==> src/rtl/irq_arbiter_if.sv <==
// Core-side interrupt handshake plus the small configuration bus of irq_arbiter.
// The arbiter takes the slave modport; the core/config agent takes the master modport.
interface irq_arbiter_if;
  logic        int_ack;
  logic        int_sign_external;
  logic [7:0]  int_num_external;
  logic        cfg_we;
  logic [1:0]  cfg_addr;
  logic [31:0] cfg_wdata;
  logic [31:0] cfg_rdata;

  modport master (
    output int_ack, cfg_we, cfg_addr, cfg_wdata,
    input  int_sign_external, int_num_external, cfg_rdata
  );

  modport slave (
    input  int_ack, cfg_we, cfg_addr, cfg_wdata,
    output int_sign_external, int_num_external, cfg_rdata
  );
endinterface

==> src/rtl/irq_arbiter.sv <==
// Edge-latching, fixed-priority interrupt arbiter feeding the CPU external interrupt inputs.
// Define IRQ_SYNC_EN to put a 2-flop synchronizer on every irq_in line (edge-to-request T+3).
module irq_arbiter #(
  parameter int         N_IRQ    = 8,
  parameter logic [7:0] VEC_BASE = 8'h20
) (
  input  logic             clk,
  input  logic             rst_n,
  input  logic [N_IRQ-1:0] irq_in,
  irq_arbiter_if.slave     bus
);
  localparam int IDX_W = (N_IRQ > 1) ? $clog2(N_IRQ) : 1;

  typedef enum logic [1:0] {IDLE, REQ, WAIT_LOW} state_t;

  state_t           state, state_nxt;
  logic [N_IRQ-1:0] mask, pending, irq_prev, irq_s;
  logic [N_IRQ-1:0] rise, eligible, w1c, ack_clr, cur_onehot;
  logic [IDX_W-1:0] cur_idx, cur_idx_nxt, winner;
  logic             sign, sign_nxt;
  logic [7:0]       num, num_nxt;
  logic             ack_take;
  logic             unused_wdata;

`ifdef IRQ_SYNC_EN
  logic [N_IRQ-1:0] sync_q1, sync_q2;

  always_ff @(posedge clk or negedge rst_n) begin
    if (!rst_n) begin
      sync_q1 <= '0;
      sync_q2 <= '0;
    end else begin
      sync_q1 <= irq_in;
      sync_q2 <= sync_q1;
    end
  end

  assign irq_s = sync_q2;
`else
  assign irq_s = irq_in;
`endif

  assign rise       = irq_s & ~irq_prev;
  assign eligible   = pending & mask;
  assign cur_onehot = N_IRQ'(1) << cur_idx;
  assign w1c        = (bus.cfg_we && bus.cfg_addr == 2'd1) ? bus.cfg_wdata[N_IRQ-1:0] : '0;
  assign ack_clr    = ack_take ? cur_onehot : '0;
  // Upper write-data bits beyond N_IRQ have no destination.
  assign unused_wdata = ^bus.cfg_wdata;

  always_comb begin
    // NOTE: every combinational output gets a default before any branch, so no latch is inferred.
    winner = '0;
    for (int i = N_IRQ - 1; i >= 0; i--) begin
      if (eligible[i]) winner = IDX_W'(i);
    end
  end

  always_comb begin
    state_nxt   = state;
    sign_nxt    = sign;
    num_nxt     = num;
    cur_idx_nxt = cur_idx;
    ack_take    = 1'b0;
    case (state)
      IDLE: begin
        if (|eligible) begin
          cur_idx_nxt = winner;
          num_nxt     = VEC_BASE + 8'(winner);
          sign_nxt    = 1'b1;
          state_nxt   = REQ;
        end
      end
      REQ: begin
        // Vector stays frozen here; a lost mask bit or a W1C of the active source withdraws it.
        if (bus.int_ack) begin
          ack_take  = 1'b1;
          sign_nxt  = 1'b0;
          state_nxt = WAIT_LOW;
        end else if (!mask[cur_idx] || w1c[cur_idx]) begin
          sign_nxt  = 1'b0;
          state_nxt = IDLE;
        end
      end
      WAIT_LOW: begin
        sign_nxt = 1'b0;
        if (!bus.int_ack) state_nxt = IDLE;
      end
      default: begin
        sign_nxt  = 1'b0;
        state_nxt = IDLE;
      end
    endcase
  end

  always_ff @(posedge clk or negedge rst_n) begin
    // NOTE: sequential state uses non-blocking assignments so all registers update from pre-edge values.
    if (!rst_n) begin
      state   <= IDLE;
      sign    <= 1'b0;
      num     <= '0;
      cur_idx <= '0;
    end else begin
      state   <= state_nxt;
      sign    <= sign_nxt;
      num     <= num_nxt;
      cur_idx <= cur_idx_nxt;
    end
  end

  always_ff @(posedge clk or negedge rst_n) begin
    if (!rst_n) begin
      mask     <= '0;
      pending  <= '0;
      irq_prev <= '0;
    end else begin
      irq_prev <= irq_s;
      // A fresh edge beats a same-cycle clear from ack or W1C.
      pending  <= (pending & ~(w1c | ack_clr)) | rise;
      if (bus.cfg_we && bus.cfg_addr == 2'd0) mask <= bus.cfg_wdata[N_IRQ-1:0];
    end
  end

  assign bus.int_sign_external = sign;
  assign bus.int_num_external  = num;

  always_comb begin
    bus.cfg_rdata = '0;
    case (bus.cfg_addr)
      2'd0:    bus.cfg_rdata = 32'(mask);
      2'd1:    bus.cfg_rdata = 32'(pending);
      2'd2:    bus.cfg_rdata = {16'h0, num, 6'h0, state == REQ, state != IDLE};
      default: bus.cfg_rdata = '0;
    endcase
  end
endmodule

==> src/flat_wrapper.sv <==
// flat-port wrapper written by rule: the top's interface ports become plain ports
module irq_arbiter_flat 
#(
  parameter int         N_IRQ    = 8,
  parameter logic [7:0] VEC_BASE = 8'h20
)
  (clk, rst_n, irq_in, bus_int_ack, bus_cfg_we, bus_cfg_addr, bus_cfg_wdata, bus_int_sign_external, bus_int_num_external, bus_cfg_rdata);
  irq_arbiter_if bus_i ();
  input  logic clk;
  input  logic rst_n;
  input  logic [N_IRQ-1:0] irq_in;
  input wire logic [$bits(bus_i.int_ack)-1:0] bus_int_ack;
  input wire logic [$bits(bus_i.cfg_we)-1:0] bus_cfg_we;
  input wire logic [$bits(bus_i.cfg_addr)-1:0] bus_cfg_addr;
  input wire logic [$bits(bus_i.cfg_wdata)-1:0] bus_cfg_wdata;
  output wire logic [$bits(bus_i.int_sign_external)-1:0] bus_int_sign_external;
  output wire logic [$bits(bus_i.int_num_external)-1:0] bus_int_num_external;
  output wire logic [$bits(bus_i.cfg_rdata)-1:0] bus_cfg_rdata;
  assign bus_i.int_ack = bus_int_ack;
  assign bus_i.cfg_we = bus_cfg_we;
  assign bus_i.cfg_addr = bus_cfg_addr;
  assign bus_i.cfg_wdata = bus_cfg_wdata;
  assign bus_int_sign_external = bus_i.int_sign_external;
  assign bus_int_num_external = bus_i.int_num_external;
  assign bus_cfg_rdata = bus_i.cfg_rdata;
  irq_arbiter #(.N_IRQ(N_IRQ), .VEC_BASE(VEC_BASE)) u_core (.clk(clk), .rst_n(rst_n), .irq_in(irq_in), .bus(bus_i));
endmodule
==> config.mk <==
export PLATFORM = sky130hd
export DESIGN_NAME = irq_arbiter_flat
export DESIGN_NICKNAME = d
export VERILOG_FILES = /design/src/rtl/irq_arbiter_if.sv /design/src/rtl/irq_arbiter.sv /design/src/flat_wrapper.sv
export SDC_FILE = /design/constraint.sdc
export NUM_CORES = 1
export LEC_CHECK = 0
export ABC_AREA = 1
export CAP_MARGIN = 5
export CORE_MARGIN = 2
export CORE_UTILIZATION = 38
export CTS_BUF_LIST = sky130_fd_sc_hd__clkbuf_2
export DETAILED_ROUTE_END_ITERATION = 8
export HOLD_SLACK_MARGIN = 0.06
export PLACE_DENSITY = 0.81
export SLEW_MARGIN = 20
export SYNTH_ARGS = -nofsm -noshare
export SYNTH_HDL_FRONTEND = slang
export SYNTH_SLANG_ARGS = --single-unit
==> constraint.sdc <==
create_clock -name clk -period 1.3 [get_ports clk]
set_input_delay 0.195 -clock clk [delete_from_list [all_inputs] [get_ports clk]]
set_output_delay 0.195 -clock clk [all_outputs]
set_load 0.005 [all_outputs]
==> results.toml, run 1 <==
[status]
outcome = "finished, violations left"
violations = "setup timing"

[global_route]
grt_pass1_wl_um = 9430
grt_pass1_vias = 2033
grt_max_degree = 32
antenna_found_initial = 0
grt-ovfl-total = 0
grt_usage_pct = 24.1

[synthesis]
ys_dominant_reg_cell = "dfrtp_1"
ys_async_sr_fraction_pct = 100
syn_inst = 226
synth_enable_flop_cells = 0
synthDistinctLibCells = 28
yosys.area.top_type_share_pct = 43.6
syn_avg_cell_area_um2 = 7.87
synth.yosys.seq_area_share_pct = 43.6
syn-cell-area_um2 = 1780
yosysWarnings = 0
synth_area_leaders = "dfrtp_1 (44%), nand2_1 (11%), buf_4 (10%)"
ys_ff_latch = 31
synth_area_leader_cell = "dfrtp_1"

[placed_design]
pre_cts_ws_ps = -683
gp_congestion = 1.02
dp.cells = 353
dp_hpwl_um = 3680
io_buffers = 38

[setup_path]
worstSetupStartpointType = "flip-flop"
crit_path_end_kind = "output pin"
crit_type = "flip-flop to output pin"
worst_ep_arrival_time_ps = 1380
critical_path.max_fanout = 2
crit_required_ps = 1110

[timing]
rsz0062_at_grt = "true"
min_period_ps = 1570
skew_ps = 13.7
whs_ps = 172
finalWorstSetupSlack_ps = -270
hold_violations = 0
max_freq_mhz = 637
slew_violations = 0
setup_viol = 18
period_share_pct = 121

[floorplanning]
die_area_um2 = 5250
io_pins = 87
die_w_um = 72.4
start_util_pct = 40.0
core_um2 = 4440
rows = 24
chipHeight_um = 72.4

[drt]
avgViaCountPerCell = 5.00
drtIter0Drc = 137
drtPass1Iterations = 4
final_antenna_net_count = 0
num_vias = 1984
drc = 0
wirelength_um = 5990
wl_per_cell_um = 15.1

[power]
leakage_uw = 0.00155
p_int_uw = 2780
vdd_ir_drop_max_mv = 0.853
power_density_nw_per_um2 = 1590
total_power_uw = 4780
comb_power_share_pct = 61.9
pwr-share-seq_pct = 28.1
clkPwrFrac_pct = 10.0
switchingPower_uw = 2000
swShare_pct = 41.9

[final_layout]
antennaDiodeCount = 0
nFillCells = 344
syn_to_final_growth_pct = 69.2
nets = 390
fin_cells = 397
layout-drive-gt1-share_pct = 50.7
final_core_util_pct = 67.7

[cts]
cts_max_path_buffers = 2
cts_buffers = 5
cts_tree = "done"
cts_root_buf = "clkbuf_2"
cts_sinks = 31
path_clk_slew_ps = 160
htree_levels = 2
clock_latency_ps = 370
cts_hold_buf = 0

[run]
drv_cap = 0

[worst_hold_path]
hp-class = "primary input to async pin"
## power by group through the flow
stage	Clock, uW	Combinational, uW	Sequential (uW)
6_report	477	2960	1340
5_1_grt	553	3170	1360
4_1_cts	492	2380	1320
3_5_place_dp	0	1720	1370
3_3_place_gp	0	1690	1350
2_1_floorplan	0	827	1350
## layout make-up
class	count	area (um^2)	area share, %
sequential	31	777	25.8
inverter	33	134	4.45
tap	52	65.1	2.16
clock inverter	1	5.00	0.166
clock buffer	7	35.0	1.16
multi-input combinational	160	1040	34.5
timing repair buffer	113	957	31.8
## layer usage
metal / track usage [%] / vias to the layer above / share of wire [%]
met4: 13.0 / 0 / 4.2
met3: 6.81 / 26 / 6.5
met1: 26.7 / 936 / 38
met5: 0 / - / 0
li1: - / 924 / -
met2: 41.8 / 98 / 52
## stage by stage
stage	instance area [um^2]	setup TNS (ps)
after global routing	3010	-3420
after CTS	2770	-1000
final	3010	-1660
after global placement	2420	-12330
after detailed placement	2420	-12900
after floorplan	1870	0
## flip-flops by register name, summed over array words and instances, names as in the netlist
name,flops
u_core.pending,8
u_core.cur_idx,2
u_core.irq_prev,8
u_core.state,2
u_core.mask,8
u_core.bus.int_sign_external,1
u_core.bus.int_num_external,2
## worst max-delay path: stages, from the launching register on
cell,delay [ps]
dfrtp_1,430
buf_6,130
nor2_4,90
inv_2,50
o221ai_2,160
buf_2,150
## cell usage in the layout, fill, tap and decap left out, types with 2 or more instances in the layout
master,Yosys,routed
conb_1,1,24
o21ai_2,1,2
dfrtp_1,31,30
o21ai_1,1,4
nor3_2,0,2
a21oi_1,5,5
nand2_1,54,35
clkbuf_2,0,8
nand4_1,5,5
nor3_1,6,4
inv_2,1,13
nor2_1,20,8
nand3_2,4,8
inv_1,32,18
nand3_1,7,2
o31ai_2,0,2
nand2_4,0,7
buf_4,24,57
mux2_2,3,3
nor2_4,1,11
nand2_2,2,13
dlygate4sd2_1,0,2
buf_2,1,12
clkdlybuf4s50_1,0,19
o22ai_1,10,10
buf_6,0,20
nor2_2,3,6
## cell usage after synthesis (4+ instances only)
master,n
nand2_1,54
inv_1,32
dfrtp_1,31
buf_4,24
nor2_1,20
o22ai_1,10
nand3_1,7
nor3_1,6
a21oi_1,5
nand4_1,5
o21ai_0,5
nand3_2,4
## timing repair
action,CTS,global route
pin swaps,25,21
setup buffers,25,10
setup endpoints to repair,26,27
resized for setup,125,54
cloned,1,0
## final timing paths
check                                                   start                                         end  slack [ps]  cells after the start
worst min-delay path                                    rst_n  u_core.bus.int_num_external[5]$_DFFE_PN0P_         170                      2
worst min register to register   u_core.irq_prev[3]$_DFF_PN0_                 u_core.pending[3]$_DFF_PN0_         430                      1
worst max-delay path              u_core.state[1]$_DFFE_PN0P_                            bus_cfg_rdata[1]        -270                      5
worst max register to register  u_core.cur_idx[0]$_DFFE_PN0P_    u_core.bus.int_sign_external$_DFFE_PN0P_        -160                     11
max in group asynchronous                               rst_n               u_core.cur_idx[1]$_DFFE_PN0P_         950                      2
min in group clk                                    irq_in[5]                u_core.irq_prev[5]$_DFF_PN0_         270                      1
## kinds of logic (layout without fill, tap and decap cells)
kind of cell           count (synthesis)  count (layout)  synth area share, %
AND/OR/NAND/NOR                      102             103                 25.7
multiplexers                           3               3                 1.90
AO/OA/AOI/OAI                         30              30                 10.5
other                                  1              24                0.211
buffers and inverters                 59             154                 18.1
flip-flops                            31              31                 43.6
(Power assumes the default switching activity.)
==> run 2, diff against run 1 <==
- ABC_AREA: 1 -> 0
- PLACE_DENSITY: 0.81 -> 0.8
==> run 2 against run 1 <==
Against the previous run: the run still ends with setup timing left; global-route usage down 4.0 points; setup slack got worse by 190 ps; critical endpoint is now u_core.bus.int_sign_external$_DFFE_PN0P_; count of clock-buffer cells in the layout shrank 2; largest cell class unchanged; register-to-register slack worse by 300 ps; die area increased by 2.4%.
==> results.toml, run 2 <==
[final_layout]
antennaDiodeCount = 0
fin_cells = 338
nets = 329
layout-drive-gt1-share_pct = 43.0
nFillCells = 371
layout_common_cells = "buf_4 (43), dfrtp_1 (29), conb_1 (24), buf_6 (22), nand2_1 (20)"
syn_to_final_growth_pct = 53.4
layout_commonest_cell = "buf_4"
largestRegisters = "u_core.irq_prev (8), u_core.mask (8), u_core.pending (8)"

[floorplanning]
chipHeight_um = 73.3
rows = 25
core_um2 = 4660
die_area_um2 = 5370
die_w_um = 73.3
start_util_pct = 39.1
io_pins = 87

[setup_path]
worst_ep_arrival_time_ps = 2060
crit_path_end_kind = "flip-flop"
r2r_cells = 7
crit_type = "flip-flop to flip-flop"
r2r-end = "u_core.bus.int_sign_external$_DFFE_PN0P_"
r2r_slack_ps = -460
crit_required_ps = 1600
worstSetupStartpointType = "flip-flop"
reg2reg_from = "u_core.state[1]$_DFFE_PN0P_"
critical_path.max_fanout = 2

[run]
drv_cap = 0

[status]
violations = "setup timing"
outcome = "finished, violations left"

[cts]
cts_sinks = 31
cts_root_buf = "clkbuf_2"
cts_buffers = 5
clock_latency_ps = 390
cts_max_path_buffers = 2
htree_levels = 2
cts_tree = "done"
path_clk_slew_ps = 190

[global_route]
grt_pass1_wl_um = 8090
grt_pass1_vias = 1671
grt_max_degree = 32
grt_usage_pct = 20.1
antenna_found_initial = 0
grt-ovfl-total = 0

[synthesis]
synth_common_cells = "dfrtp_1 (31), buf_4 (24), nand2_1 (22), o21ai_0 (13), inv_1 (10)"
synthDistinctLibCells = 40
synth.yosys.seq_area_share_pct = 42.5
synth_area_leader_cell = "dfrtp_1"
ys_ff_latch = 31
yosysWarnings = 0
synth_top_family_by_area = "compound AO/OA/AOI/OAI gates"
synth-compound-area-share_pct = 16.1
syn_inst = 183
syn_avg_cell_area_um2 = 9.97
syn-cell-area_um2 = 1820
synth_area_leaders = "dfrtp_1 (43%), buf_4 (9.9%), mux2_2 (5.6%)"
synth_most_common_cell = "dfrtp_1"
synth_fa_ha_area_share_pct = 0
synth_enable_flop_cells = 0
yosys.area.top_type_share_pct = 42.5
synthMuxAreaShare_pct = 12.6
synth_simple_gate_area_share_pct = 14.0
ys_dominant_reg_cell = "dfrtp_1"
ys_async_sr_fraction_pct = 100
synth_xor_area_share_pct = 0

[placed_design]
dp_hpwl_um = 3480
gp_congestion = 0.887
dp.cells = 308
io_buffers = 38

[drt]
avgViaCountPerCell = 5.02
wirelength_um = 4900
drtIter0Drc = 100
drc = 0
num_vias = 1696
drtPass1Iterations = 4
final_antenna_net_count = 0
wl_per_cell_um = 14.5

[timing]
rsz0062_at_grt = "true"
skew_ps = 24.4
setup_viol = 25
period_share_pct = 135
hold_violations = 0
finalWorstSetupSlack_ps = -457
min_period_ps = 1760
slew_violations = 0
max_freq_mhz = 569
whs_ps = 146

[power]
vdd_ir_drop_max_mv = 0.777
leakage_uw = 0.00132
power_density_nw_per_um2 = 1620

[worst_hold_path]
hp-class = "primary input to async pin"
run 2: repair_timing:
| item | in CTS | in global routing |
|---|---|---|
| setup buffers | 18 | 8 |
| pin swaps | 16 | 15 |
| resized for setup | 110 | 16 |
| endpoints found under the setup margin | 38 | 29 |
| hold buffers | 0 | 0 |
| cloned | 0 | 0 |
run 2: layout make-up:
type / instances / area [um^2] / area share [%]
clock buffers: 5 / 25.0 / 0.894
multi-input cells: 135 / 983 / 35.2
repair buffers: 100 / 881 / 31.5
well taps: 54 / 67.6 / 2.42
clock inverters: 3 / 25.0 / 0.894
inverters: 10 / 37.5 / 1.34
flip-flops and latches: 31 / 778 / 27.8
run 2: through the flow:
stage          power [uW]  setup TNS, ps  instance area (um^2)  util [%]  setup slack [ps]
2_1_floorplan        2370           -360                  1910         -              -188
3_3_place_gp         3230         -14040                  2440      52.4              -579
3_5_place_dp         3270         -14490                  2440      52.4              -617
4_1_cts              4330          -4370                  2730      58.5              -429
5_1_grt              4820          -5750                  2800      60.0              -498
6_report             4540          -4020                  2800      60.0              -457
run 2: worst max-delay path by stage:
| stage | endpoint | slack [ps] | from |
|---|---|---|---|
| 6_report | u_core.bus.int_sign_external$_DFFE_PN0P_ | -460 | u_core.state[1]$_DFFE_PN0P_ |
| 2_1_floorplan | u_core.bus.int_sign_external$_DFFE_PN0P_ | -190 | u_core.cur_idx[0]$_DFFE_PN0P_ |
| 5_1_grt | u_core.bus.int_sign_external$_DFFE_PN0P_ | -500 | u_core.state[1]$_DFFE_PN0P_ |
| 3_3_place_gp | bus_cfg_rdata[10] | -580 | bus_cfg_addr[1] |
| 4_1_cts | u_core.bus.int_sign_external$_DFFE_PN0P_ | -430 | u_core.state[1]$_DFFE_PN0P_ |
| 3_5_place_dp | bus_cfg_rdata[10] | -620 | bus_cfg_addr[1] |
run 2: cells by family after synthesis:
family | after synthesis
flip-flops | 31
AO/OA/AOI/OAI | 43
multiplexers | 19
AND/OR/NAND/NOR | 49
buffers and inverters | 40
other | 1
run 2: layer usage:
metal / up-vias / part of all wire (%) / GRT usage [%]
li1: 792 / - / -
met1: 819 / 43 / 25.6
met2: 74 / 48 / 34.0
met3: 11 / 6.4 / 2.88
met4: 0 / 2.6 / 8.44
met5: - / 0 / 0
run 2: critical path: stages (launching register included):
cell,delay [ps]
dfrtp_1,430
buf_6,120
buf_6,100
or4b_4,480
a21oi_2,130
o311a_4,220
a211oi_2,40
a2bb2oi_2,140
run 2: report_power, final:
group          switching [uW]  internal, uW
Clock                     369           138
Combinational            1140          1500
Sequential                202          1180
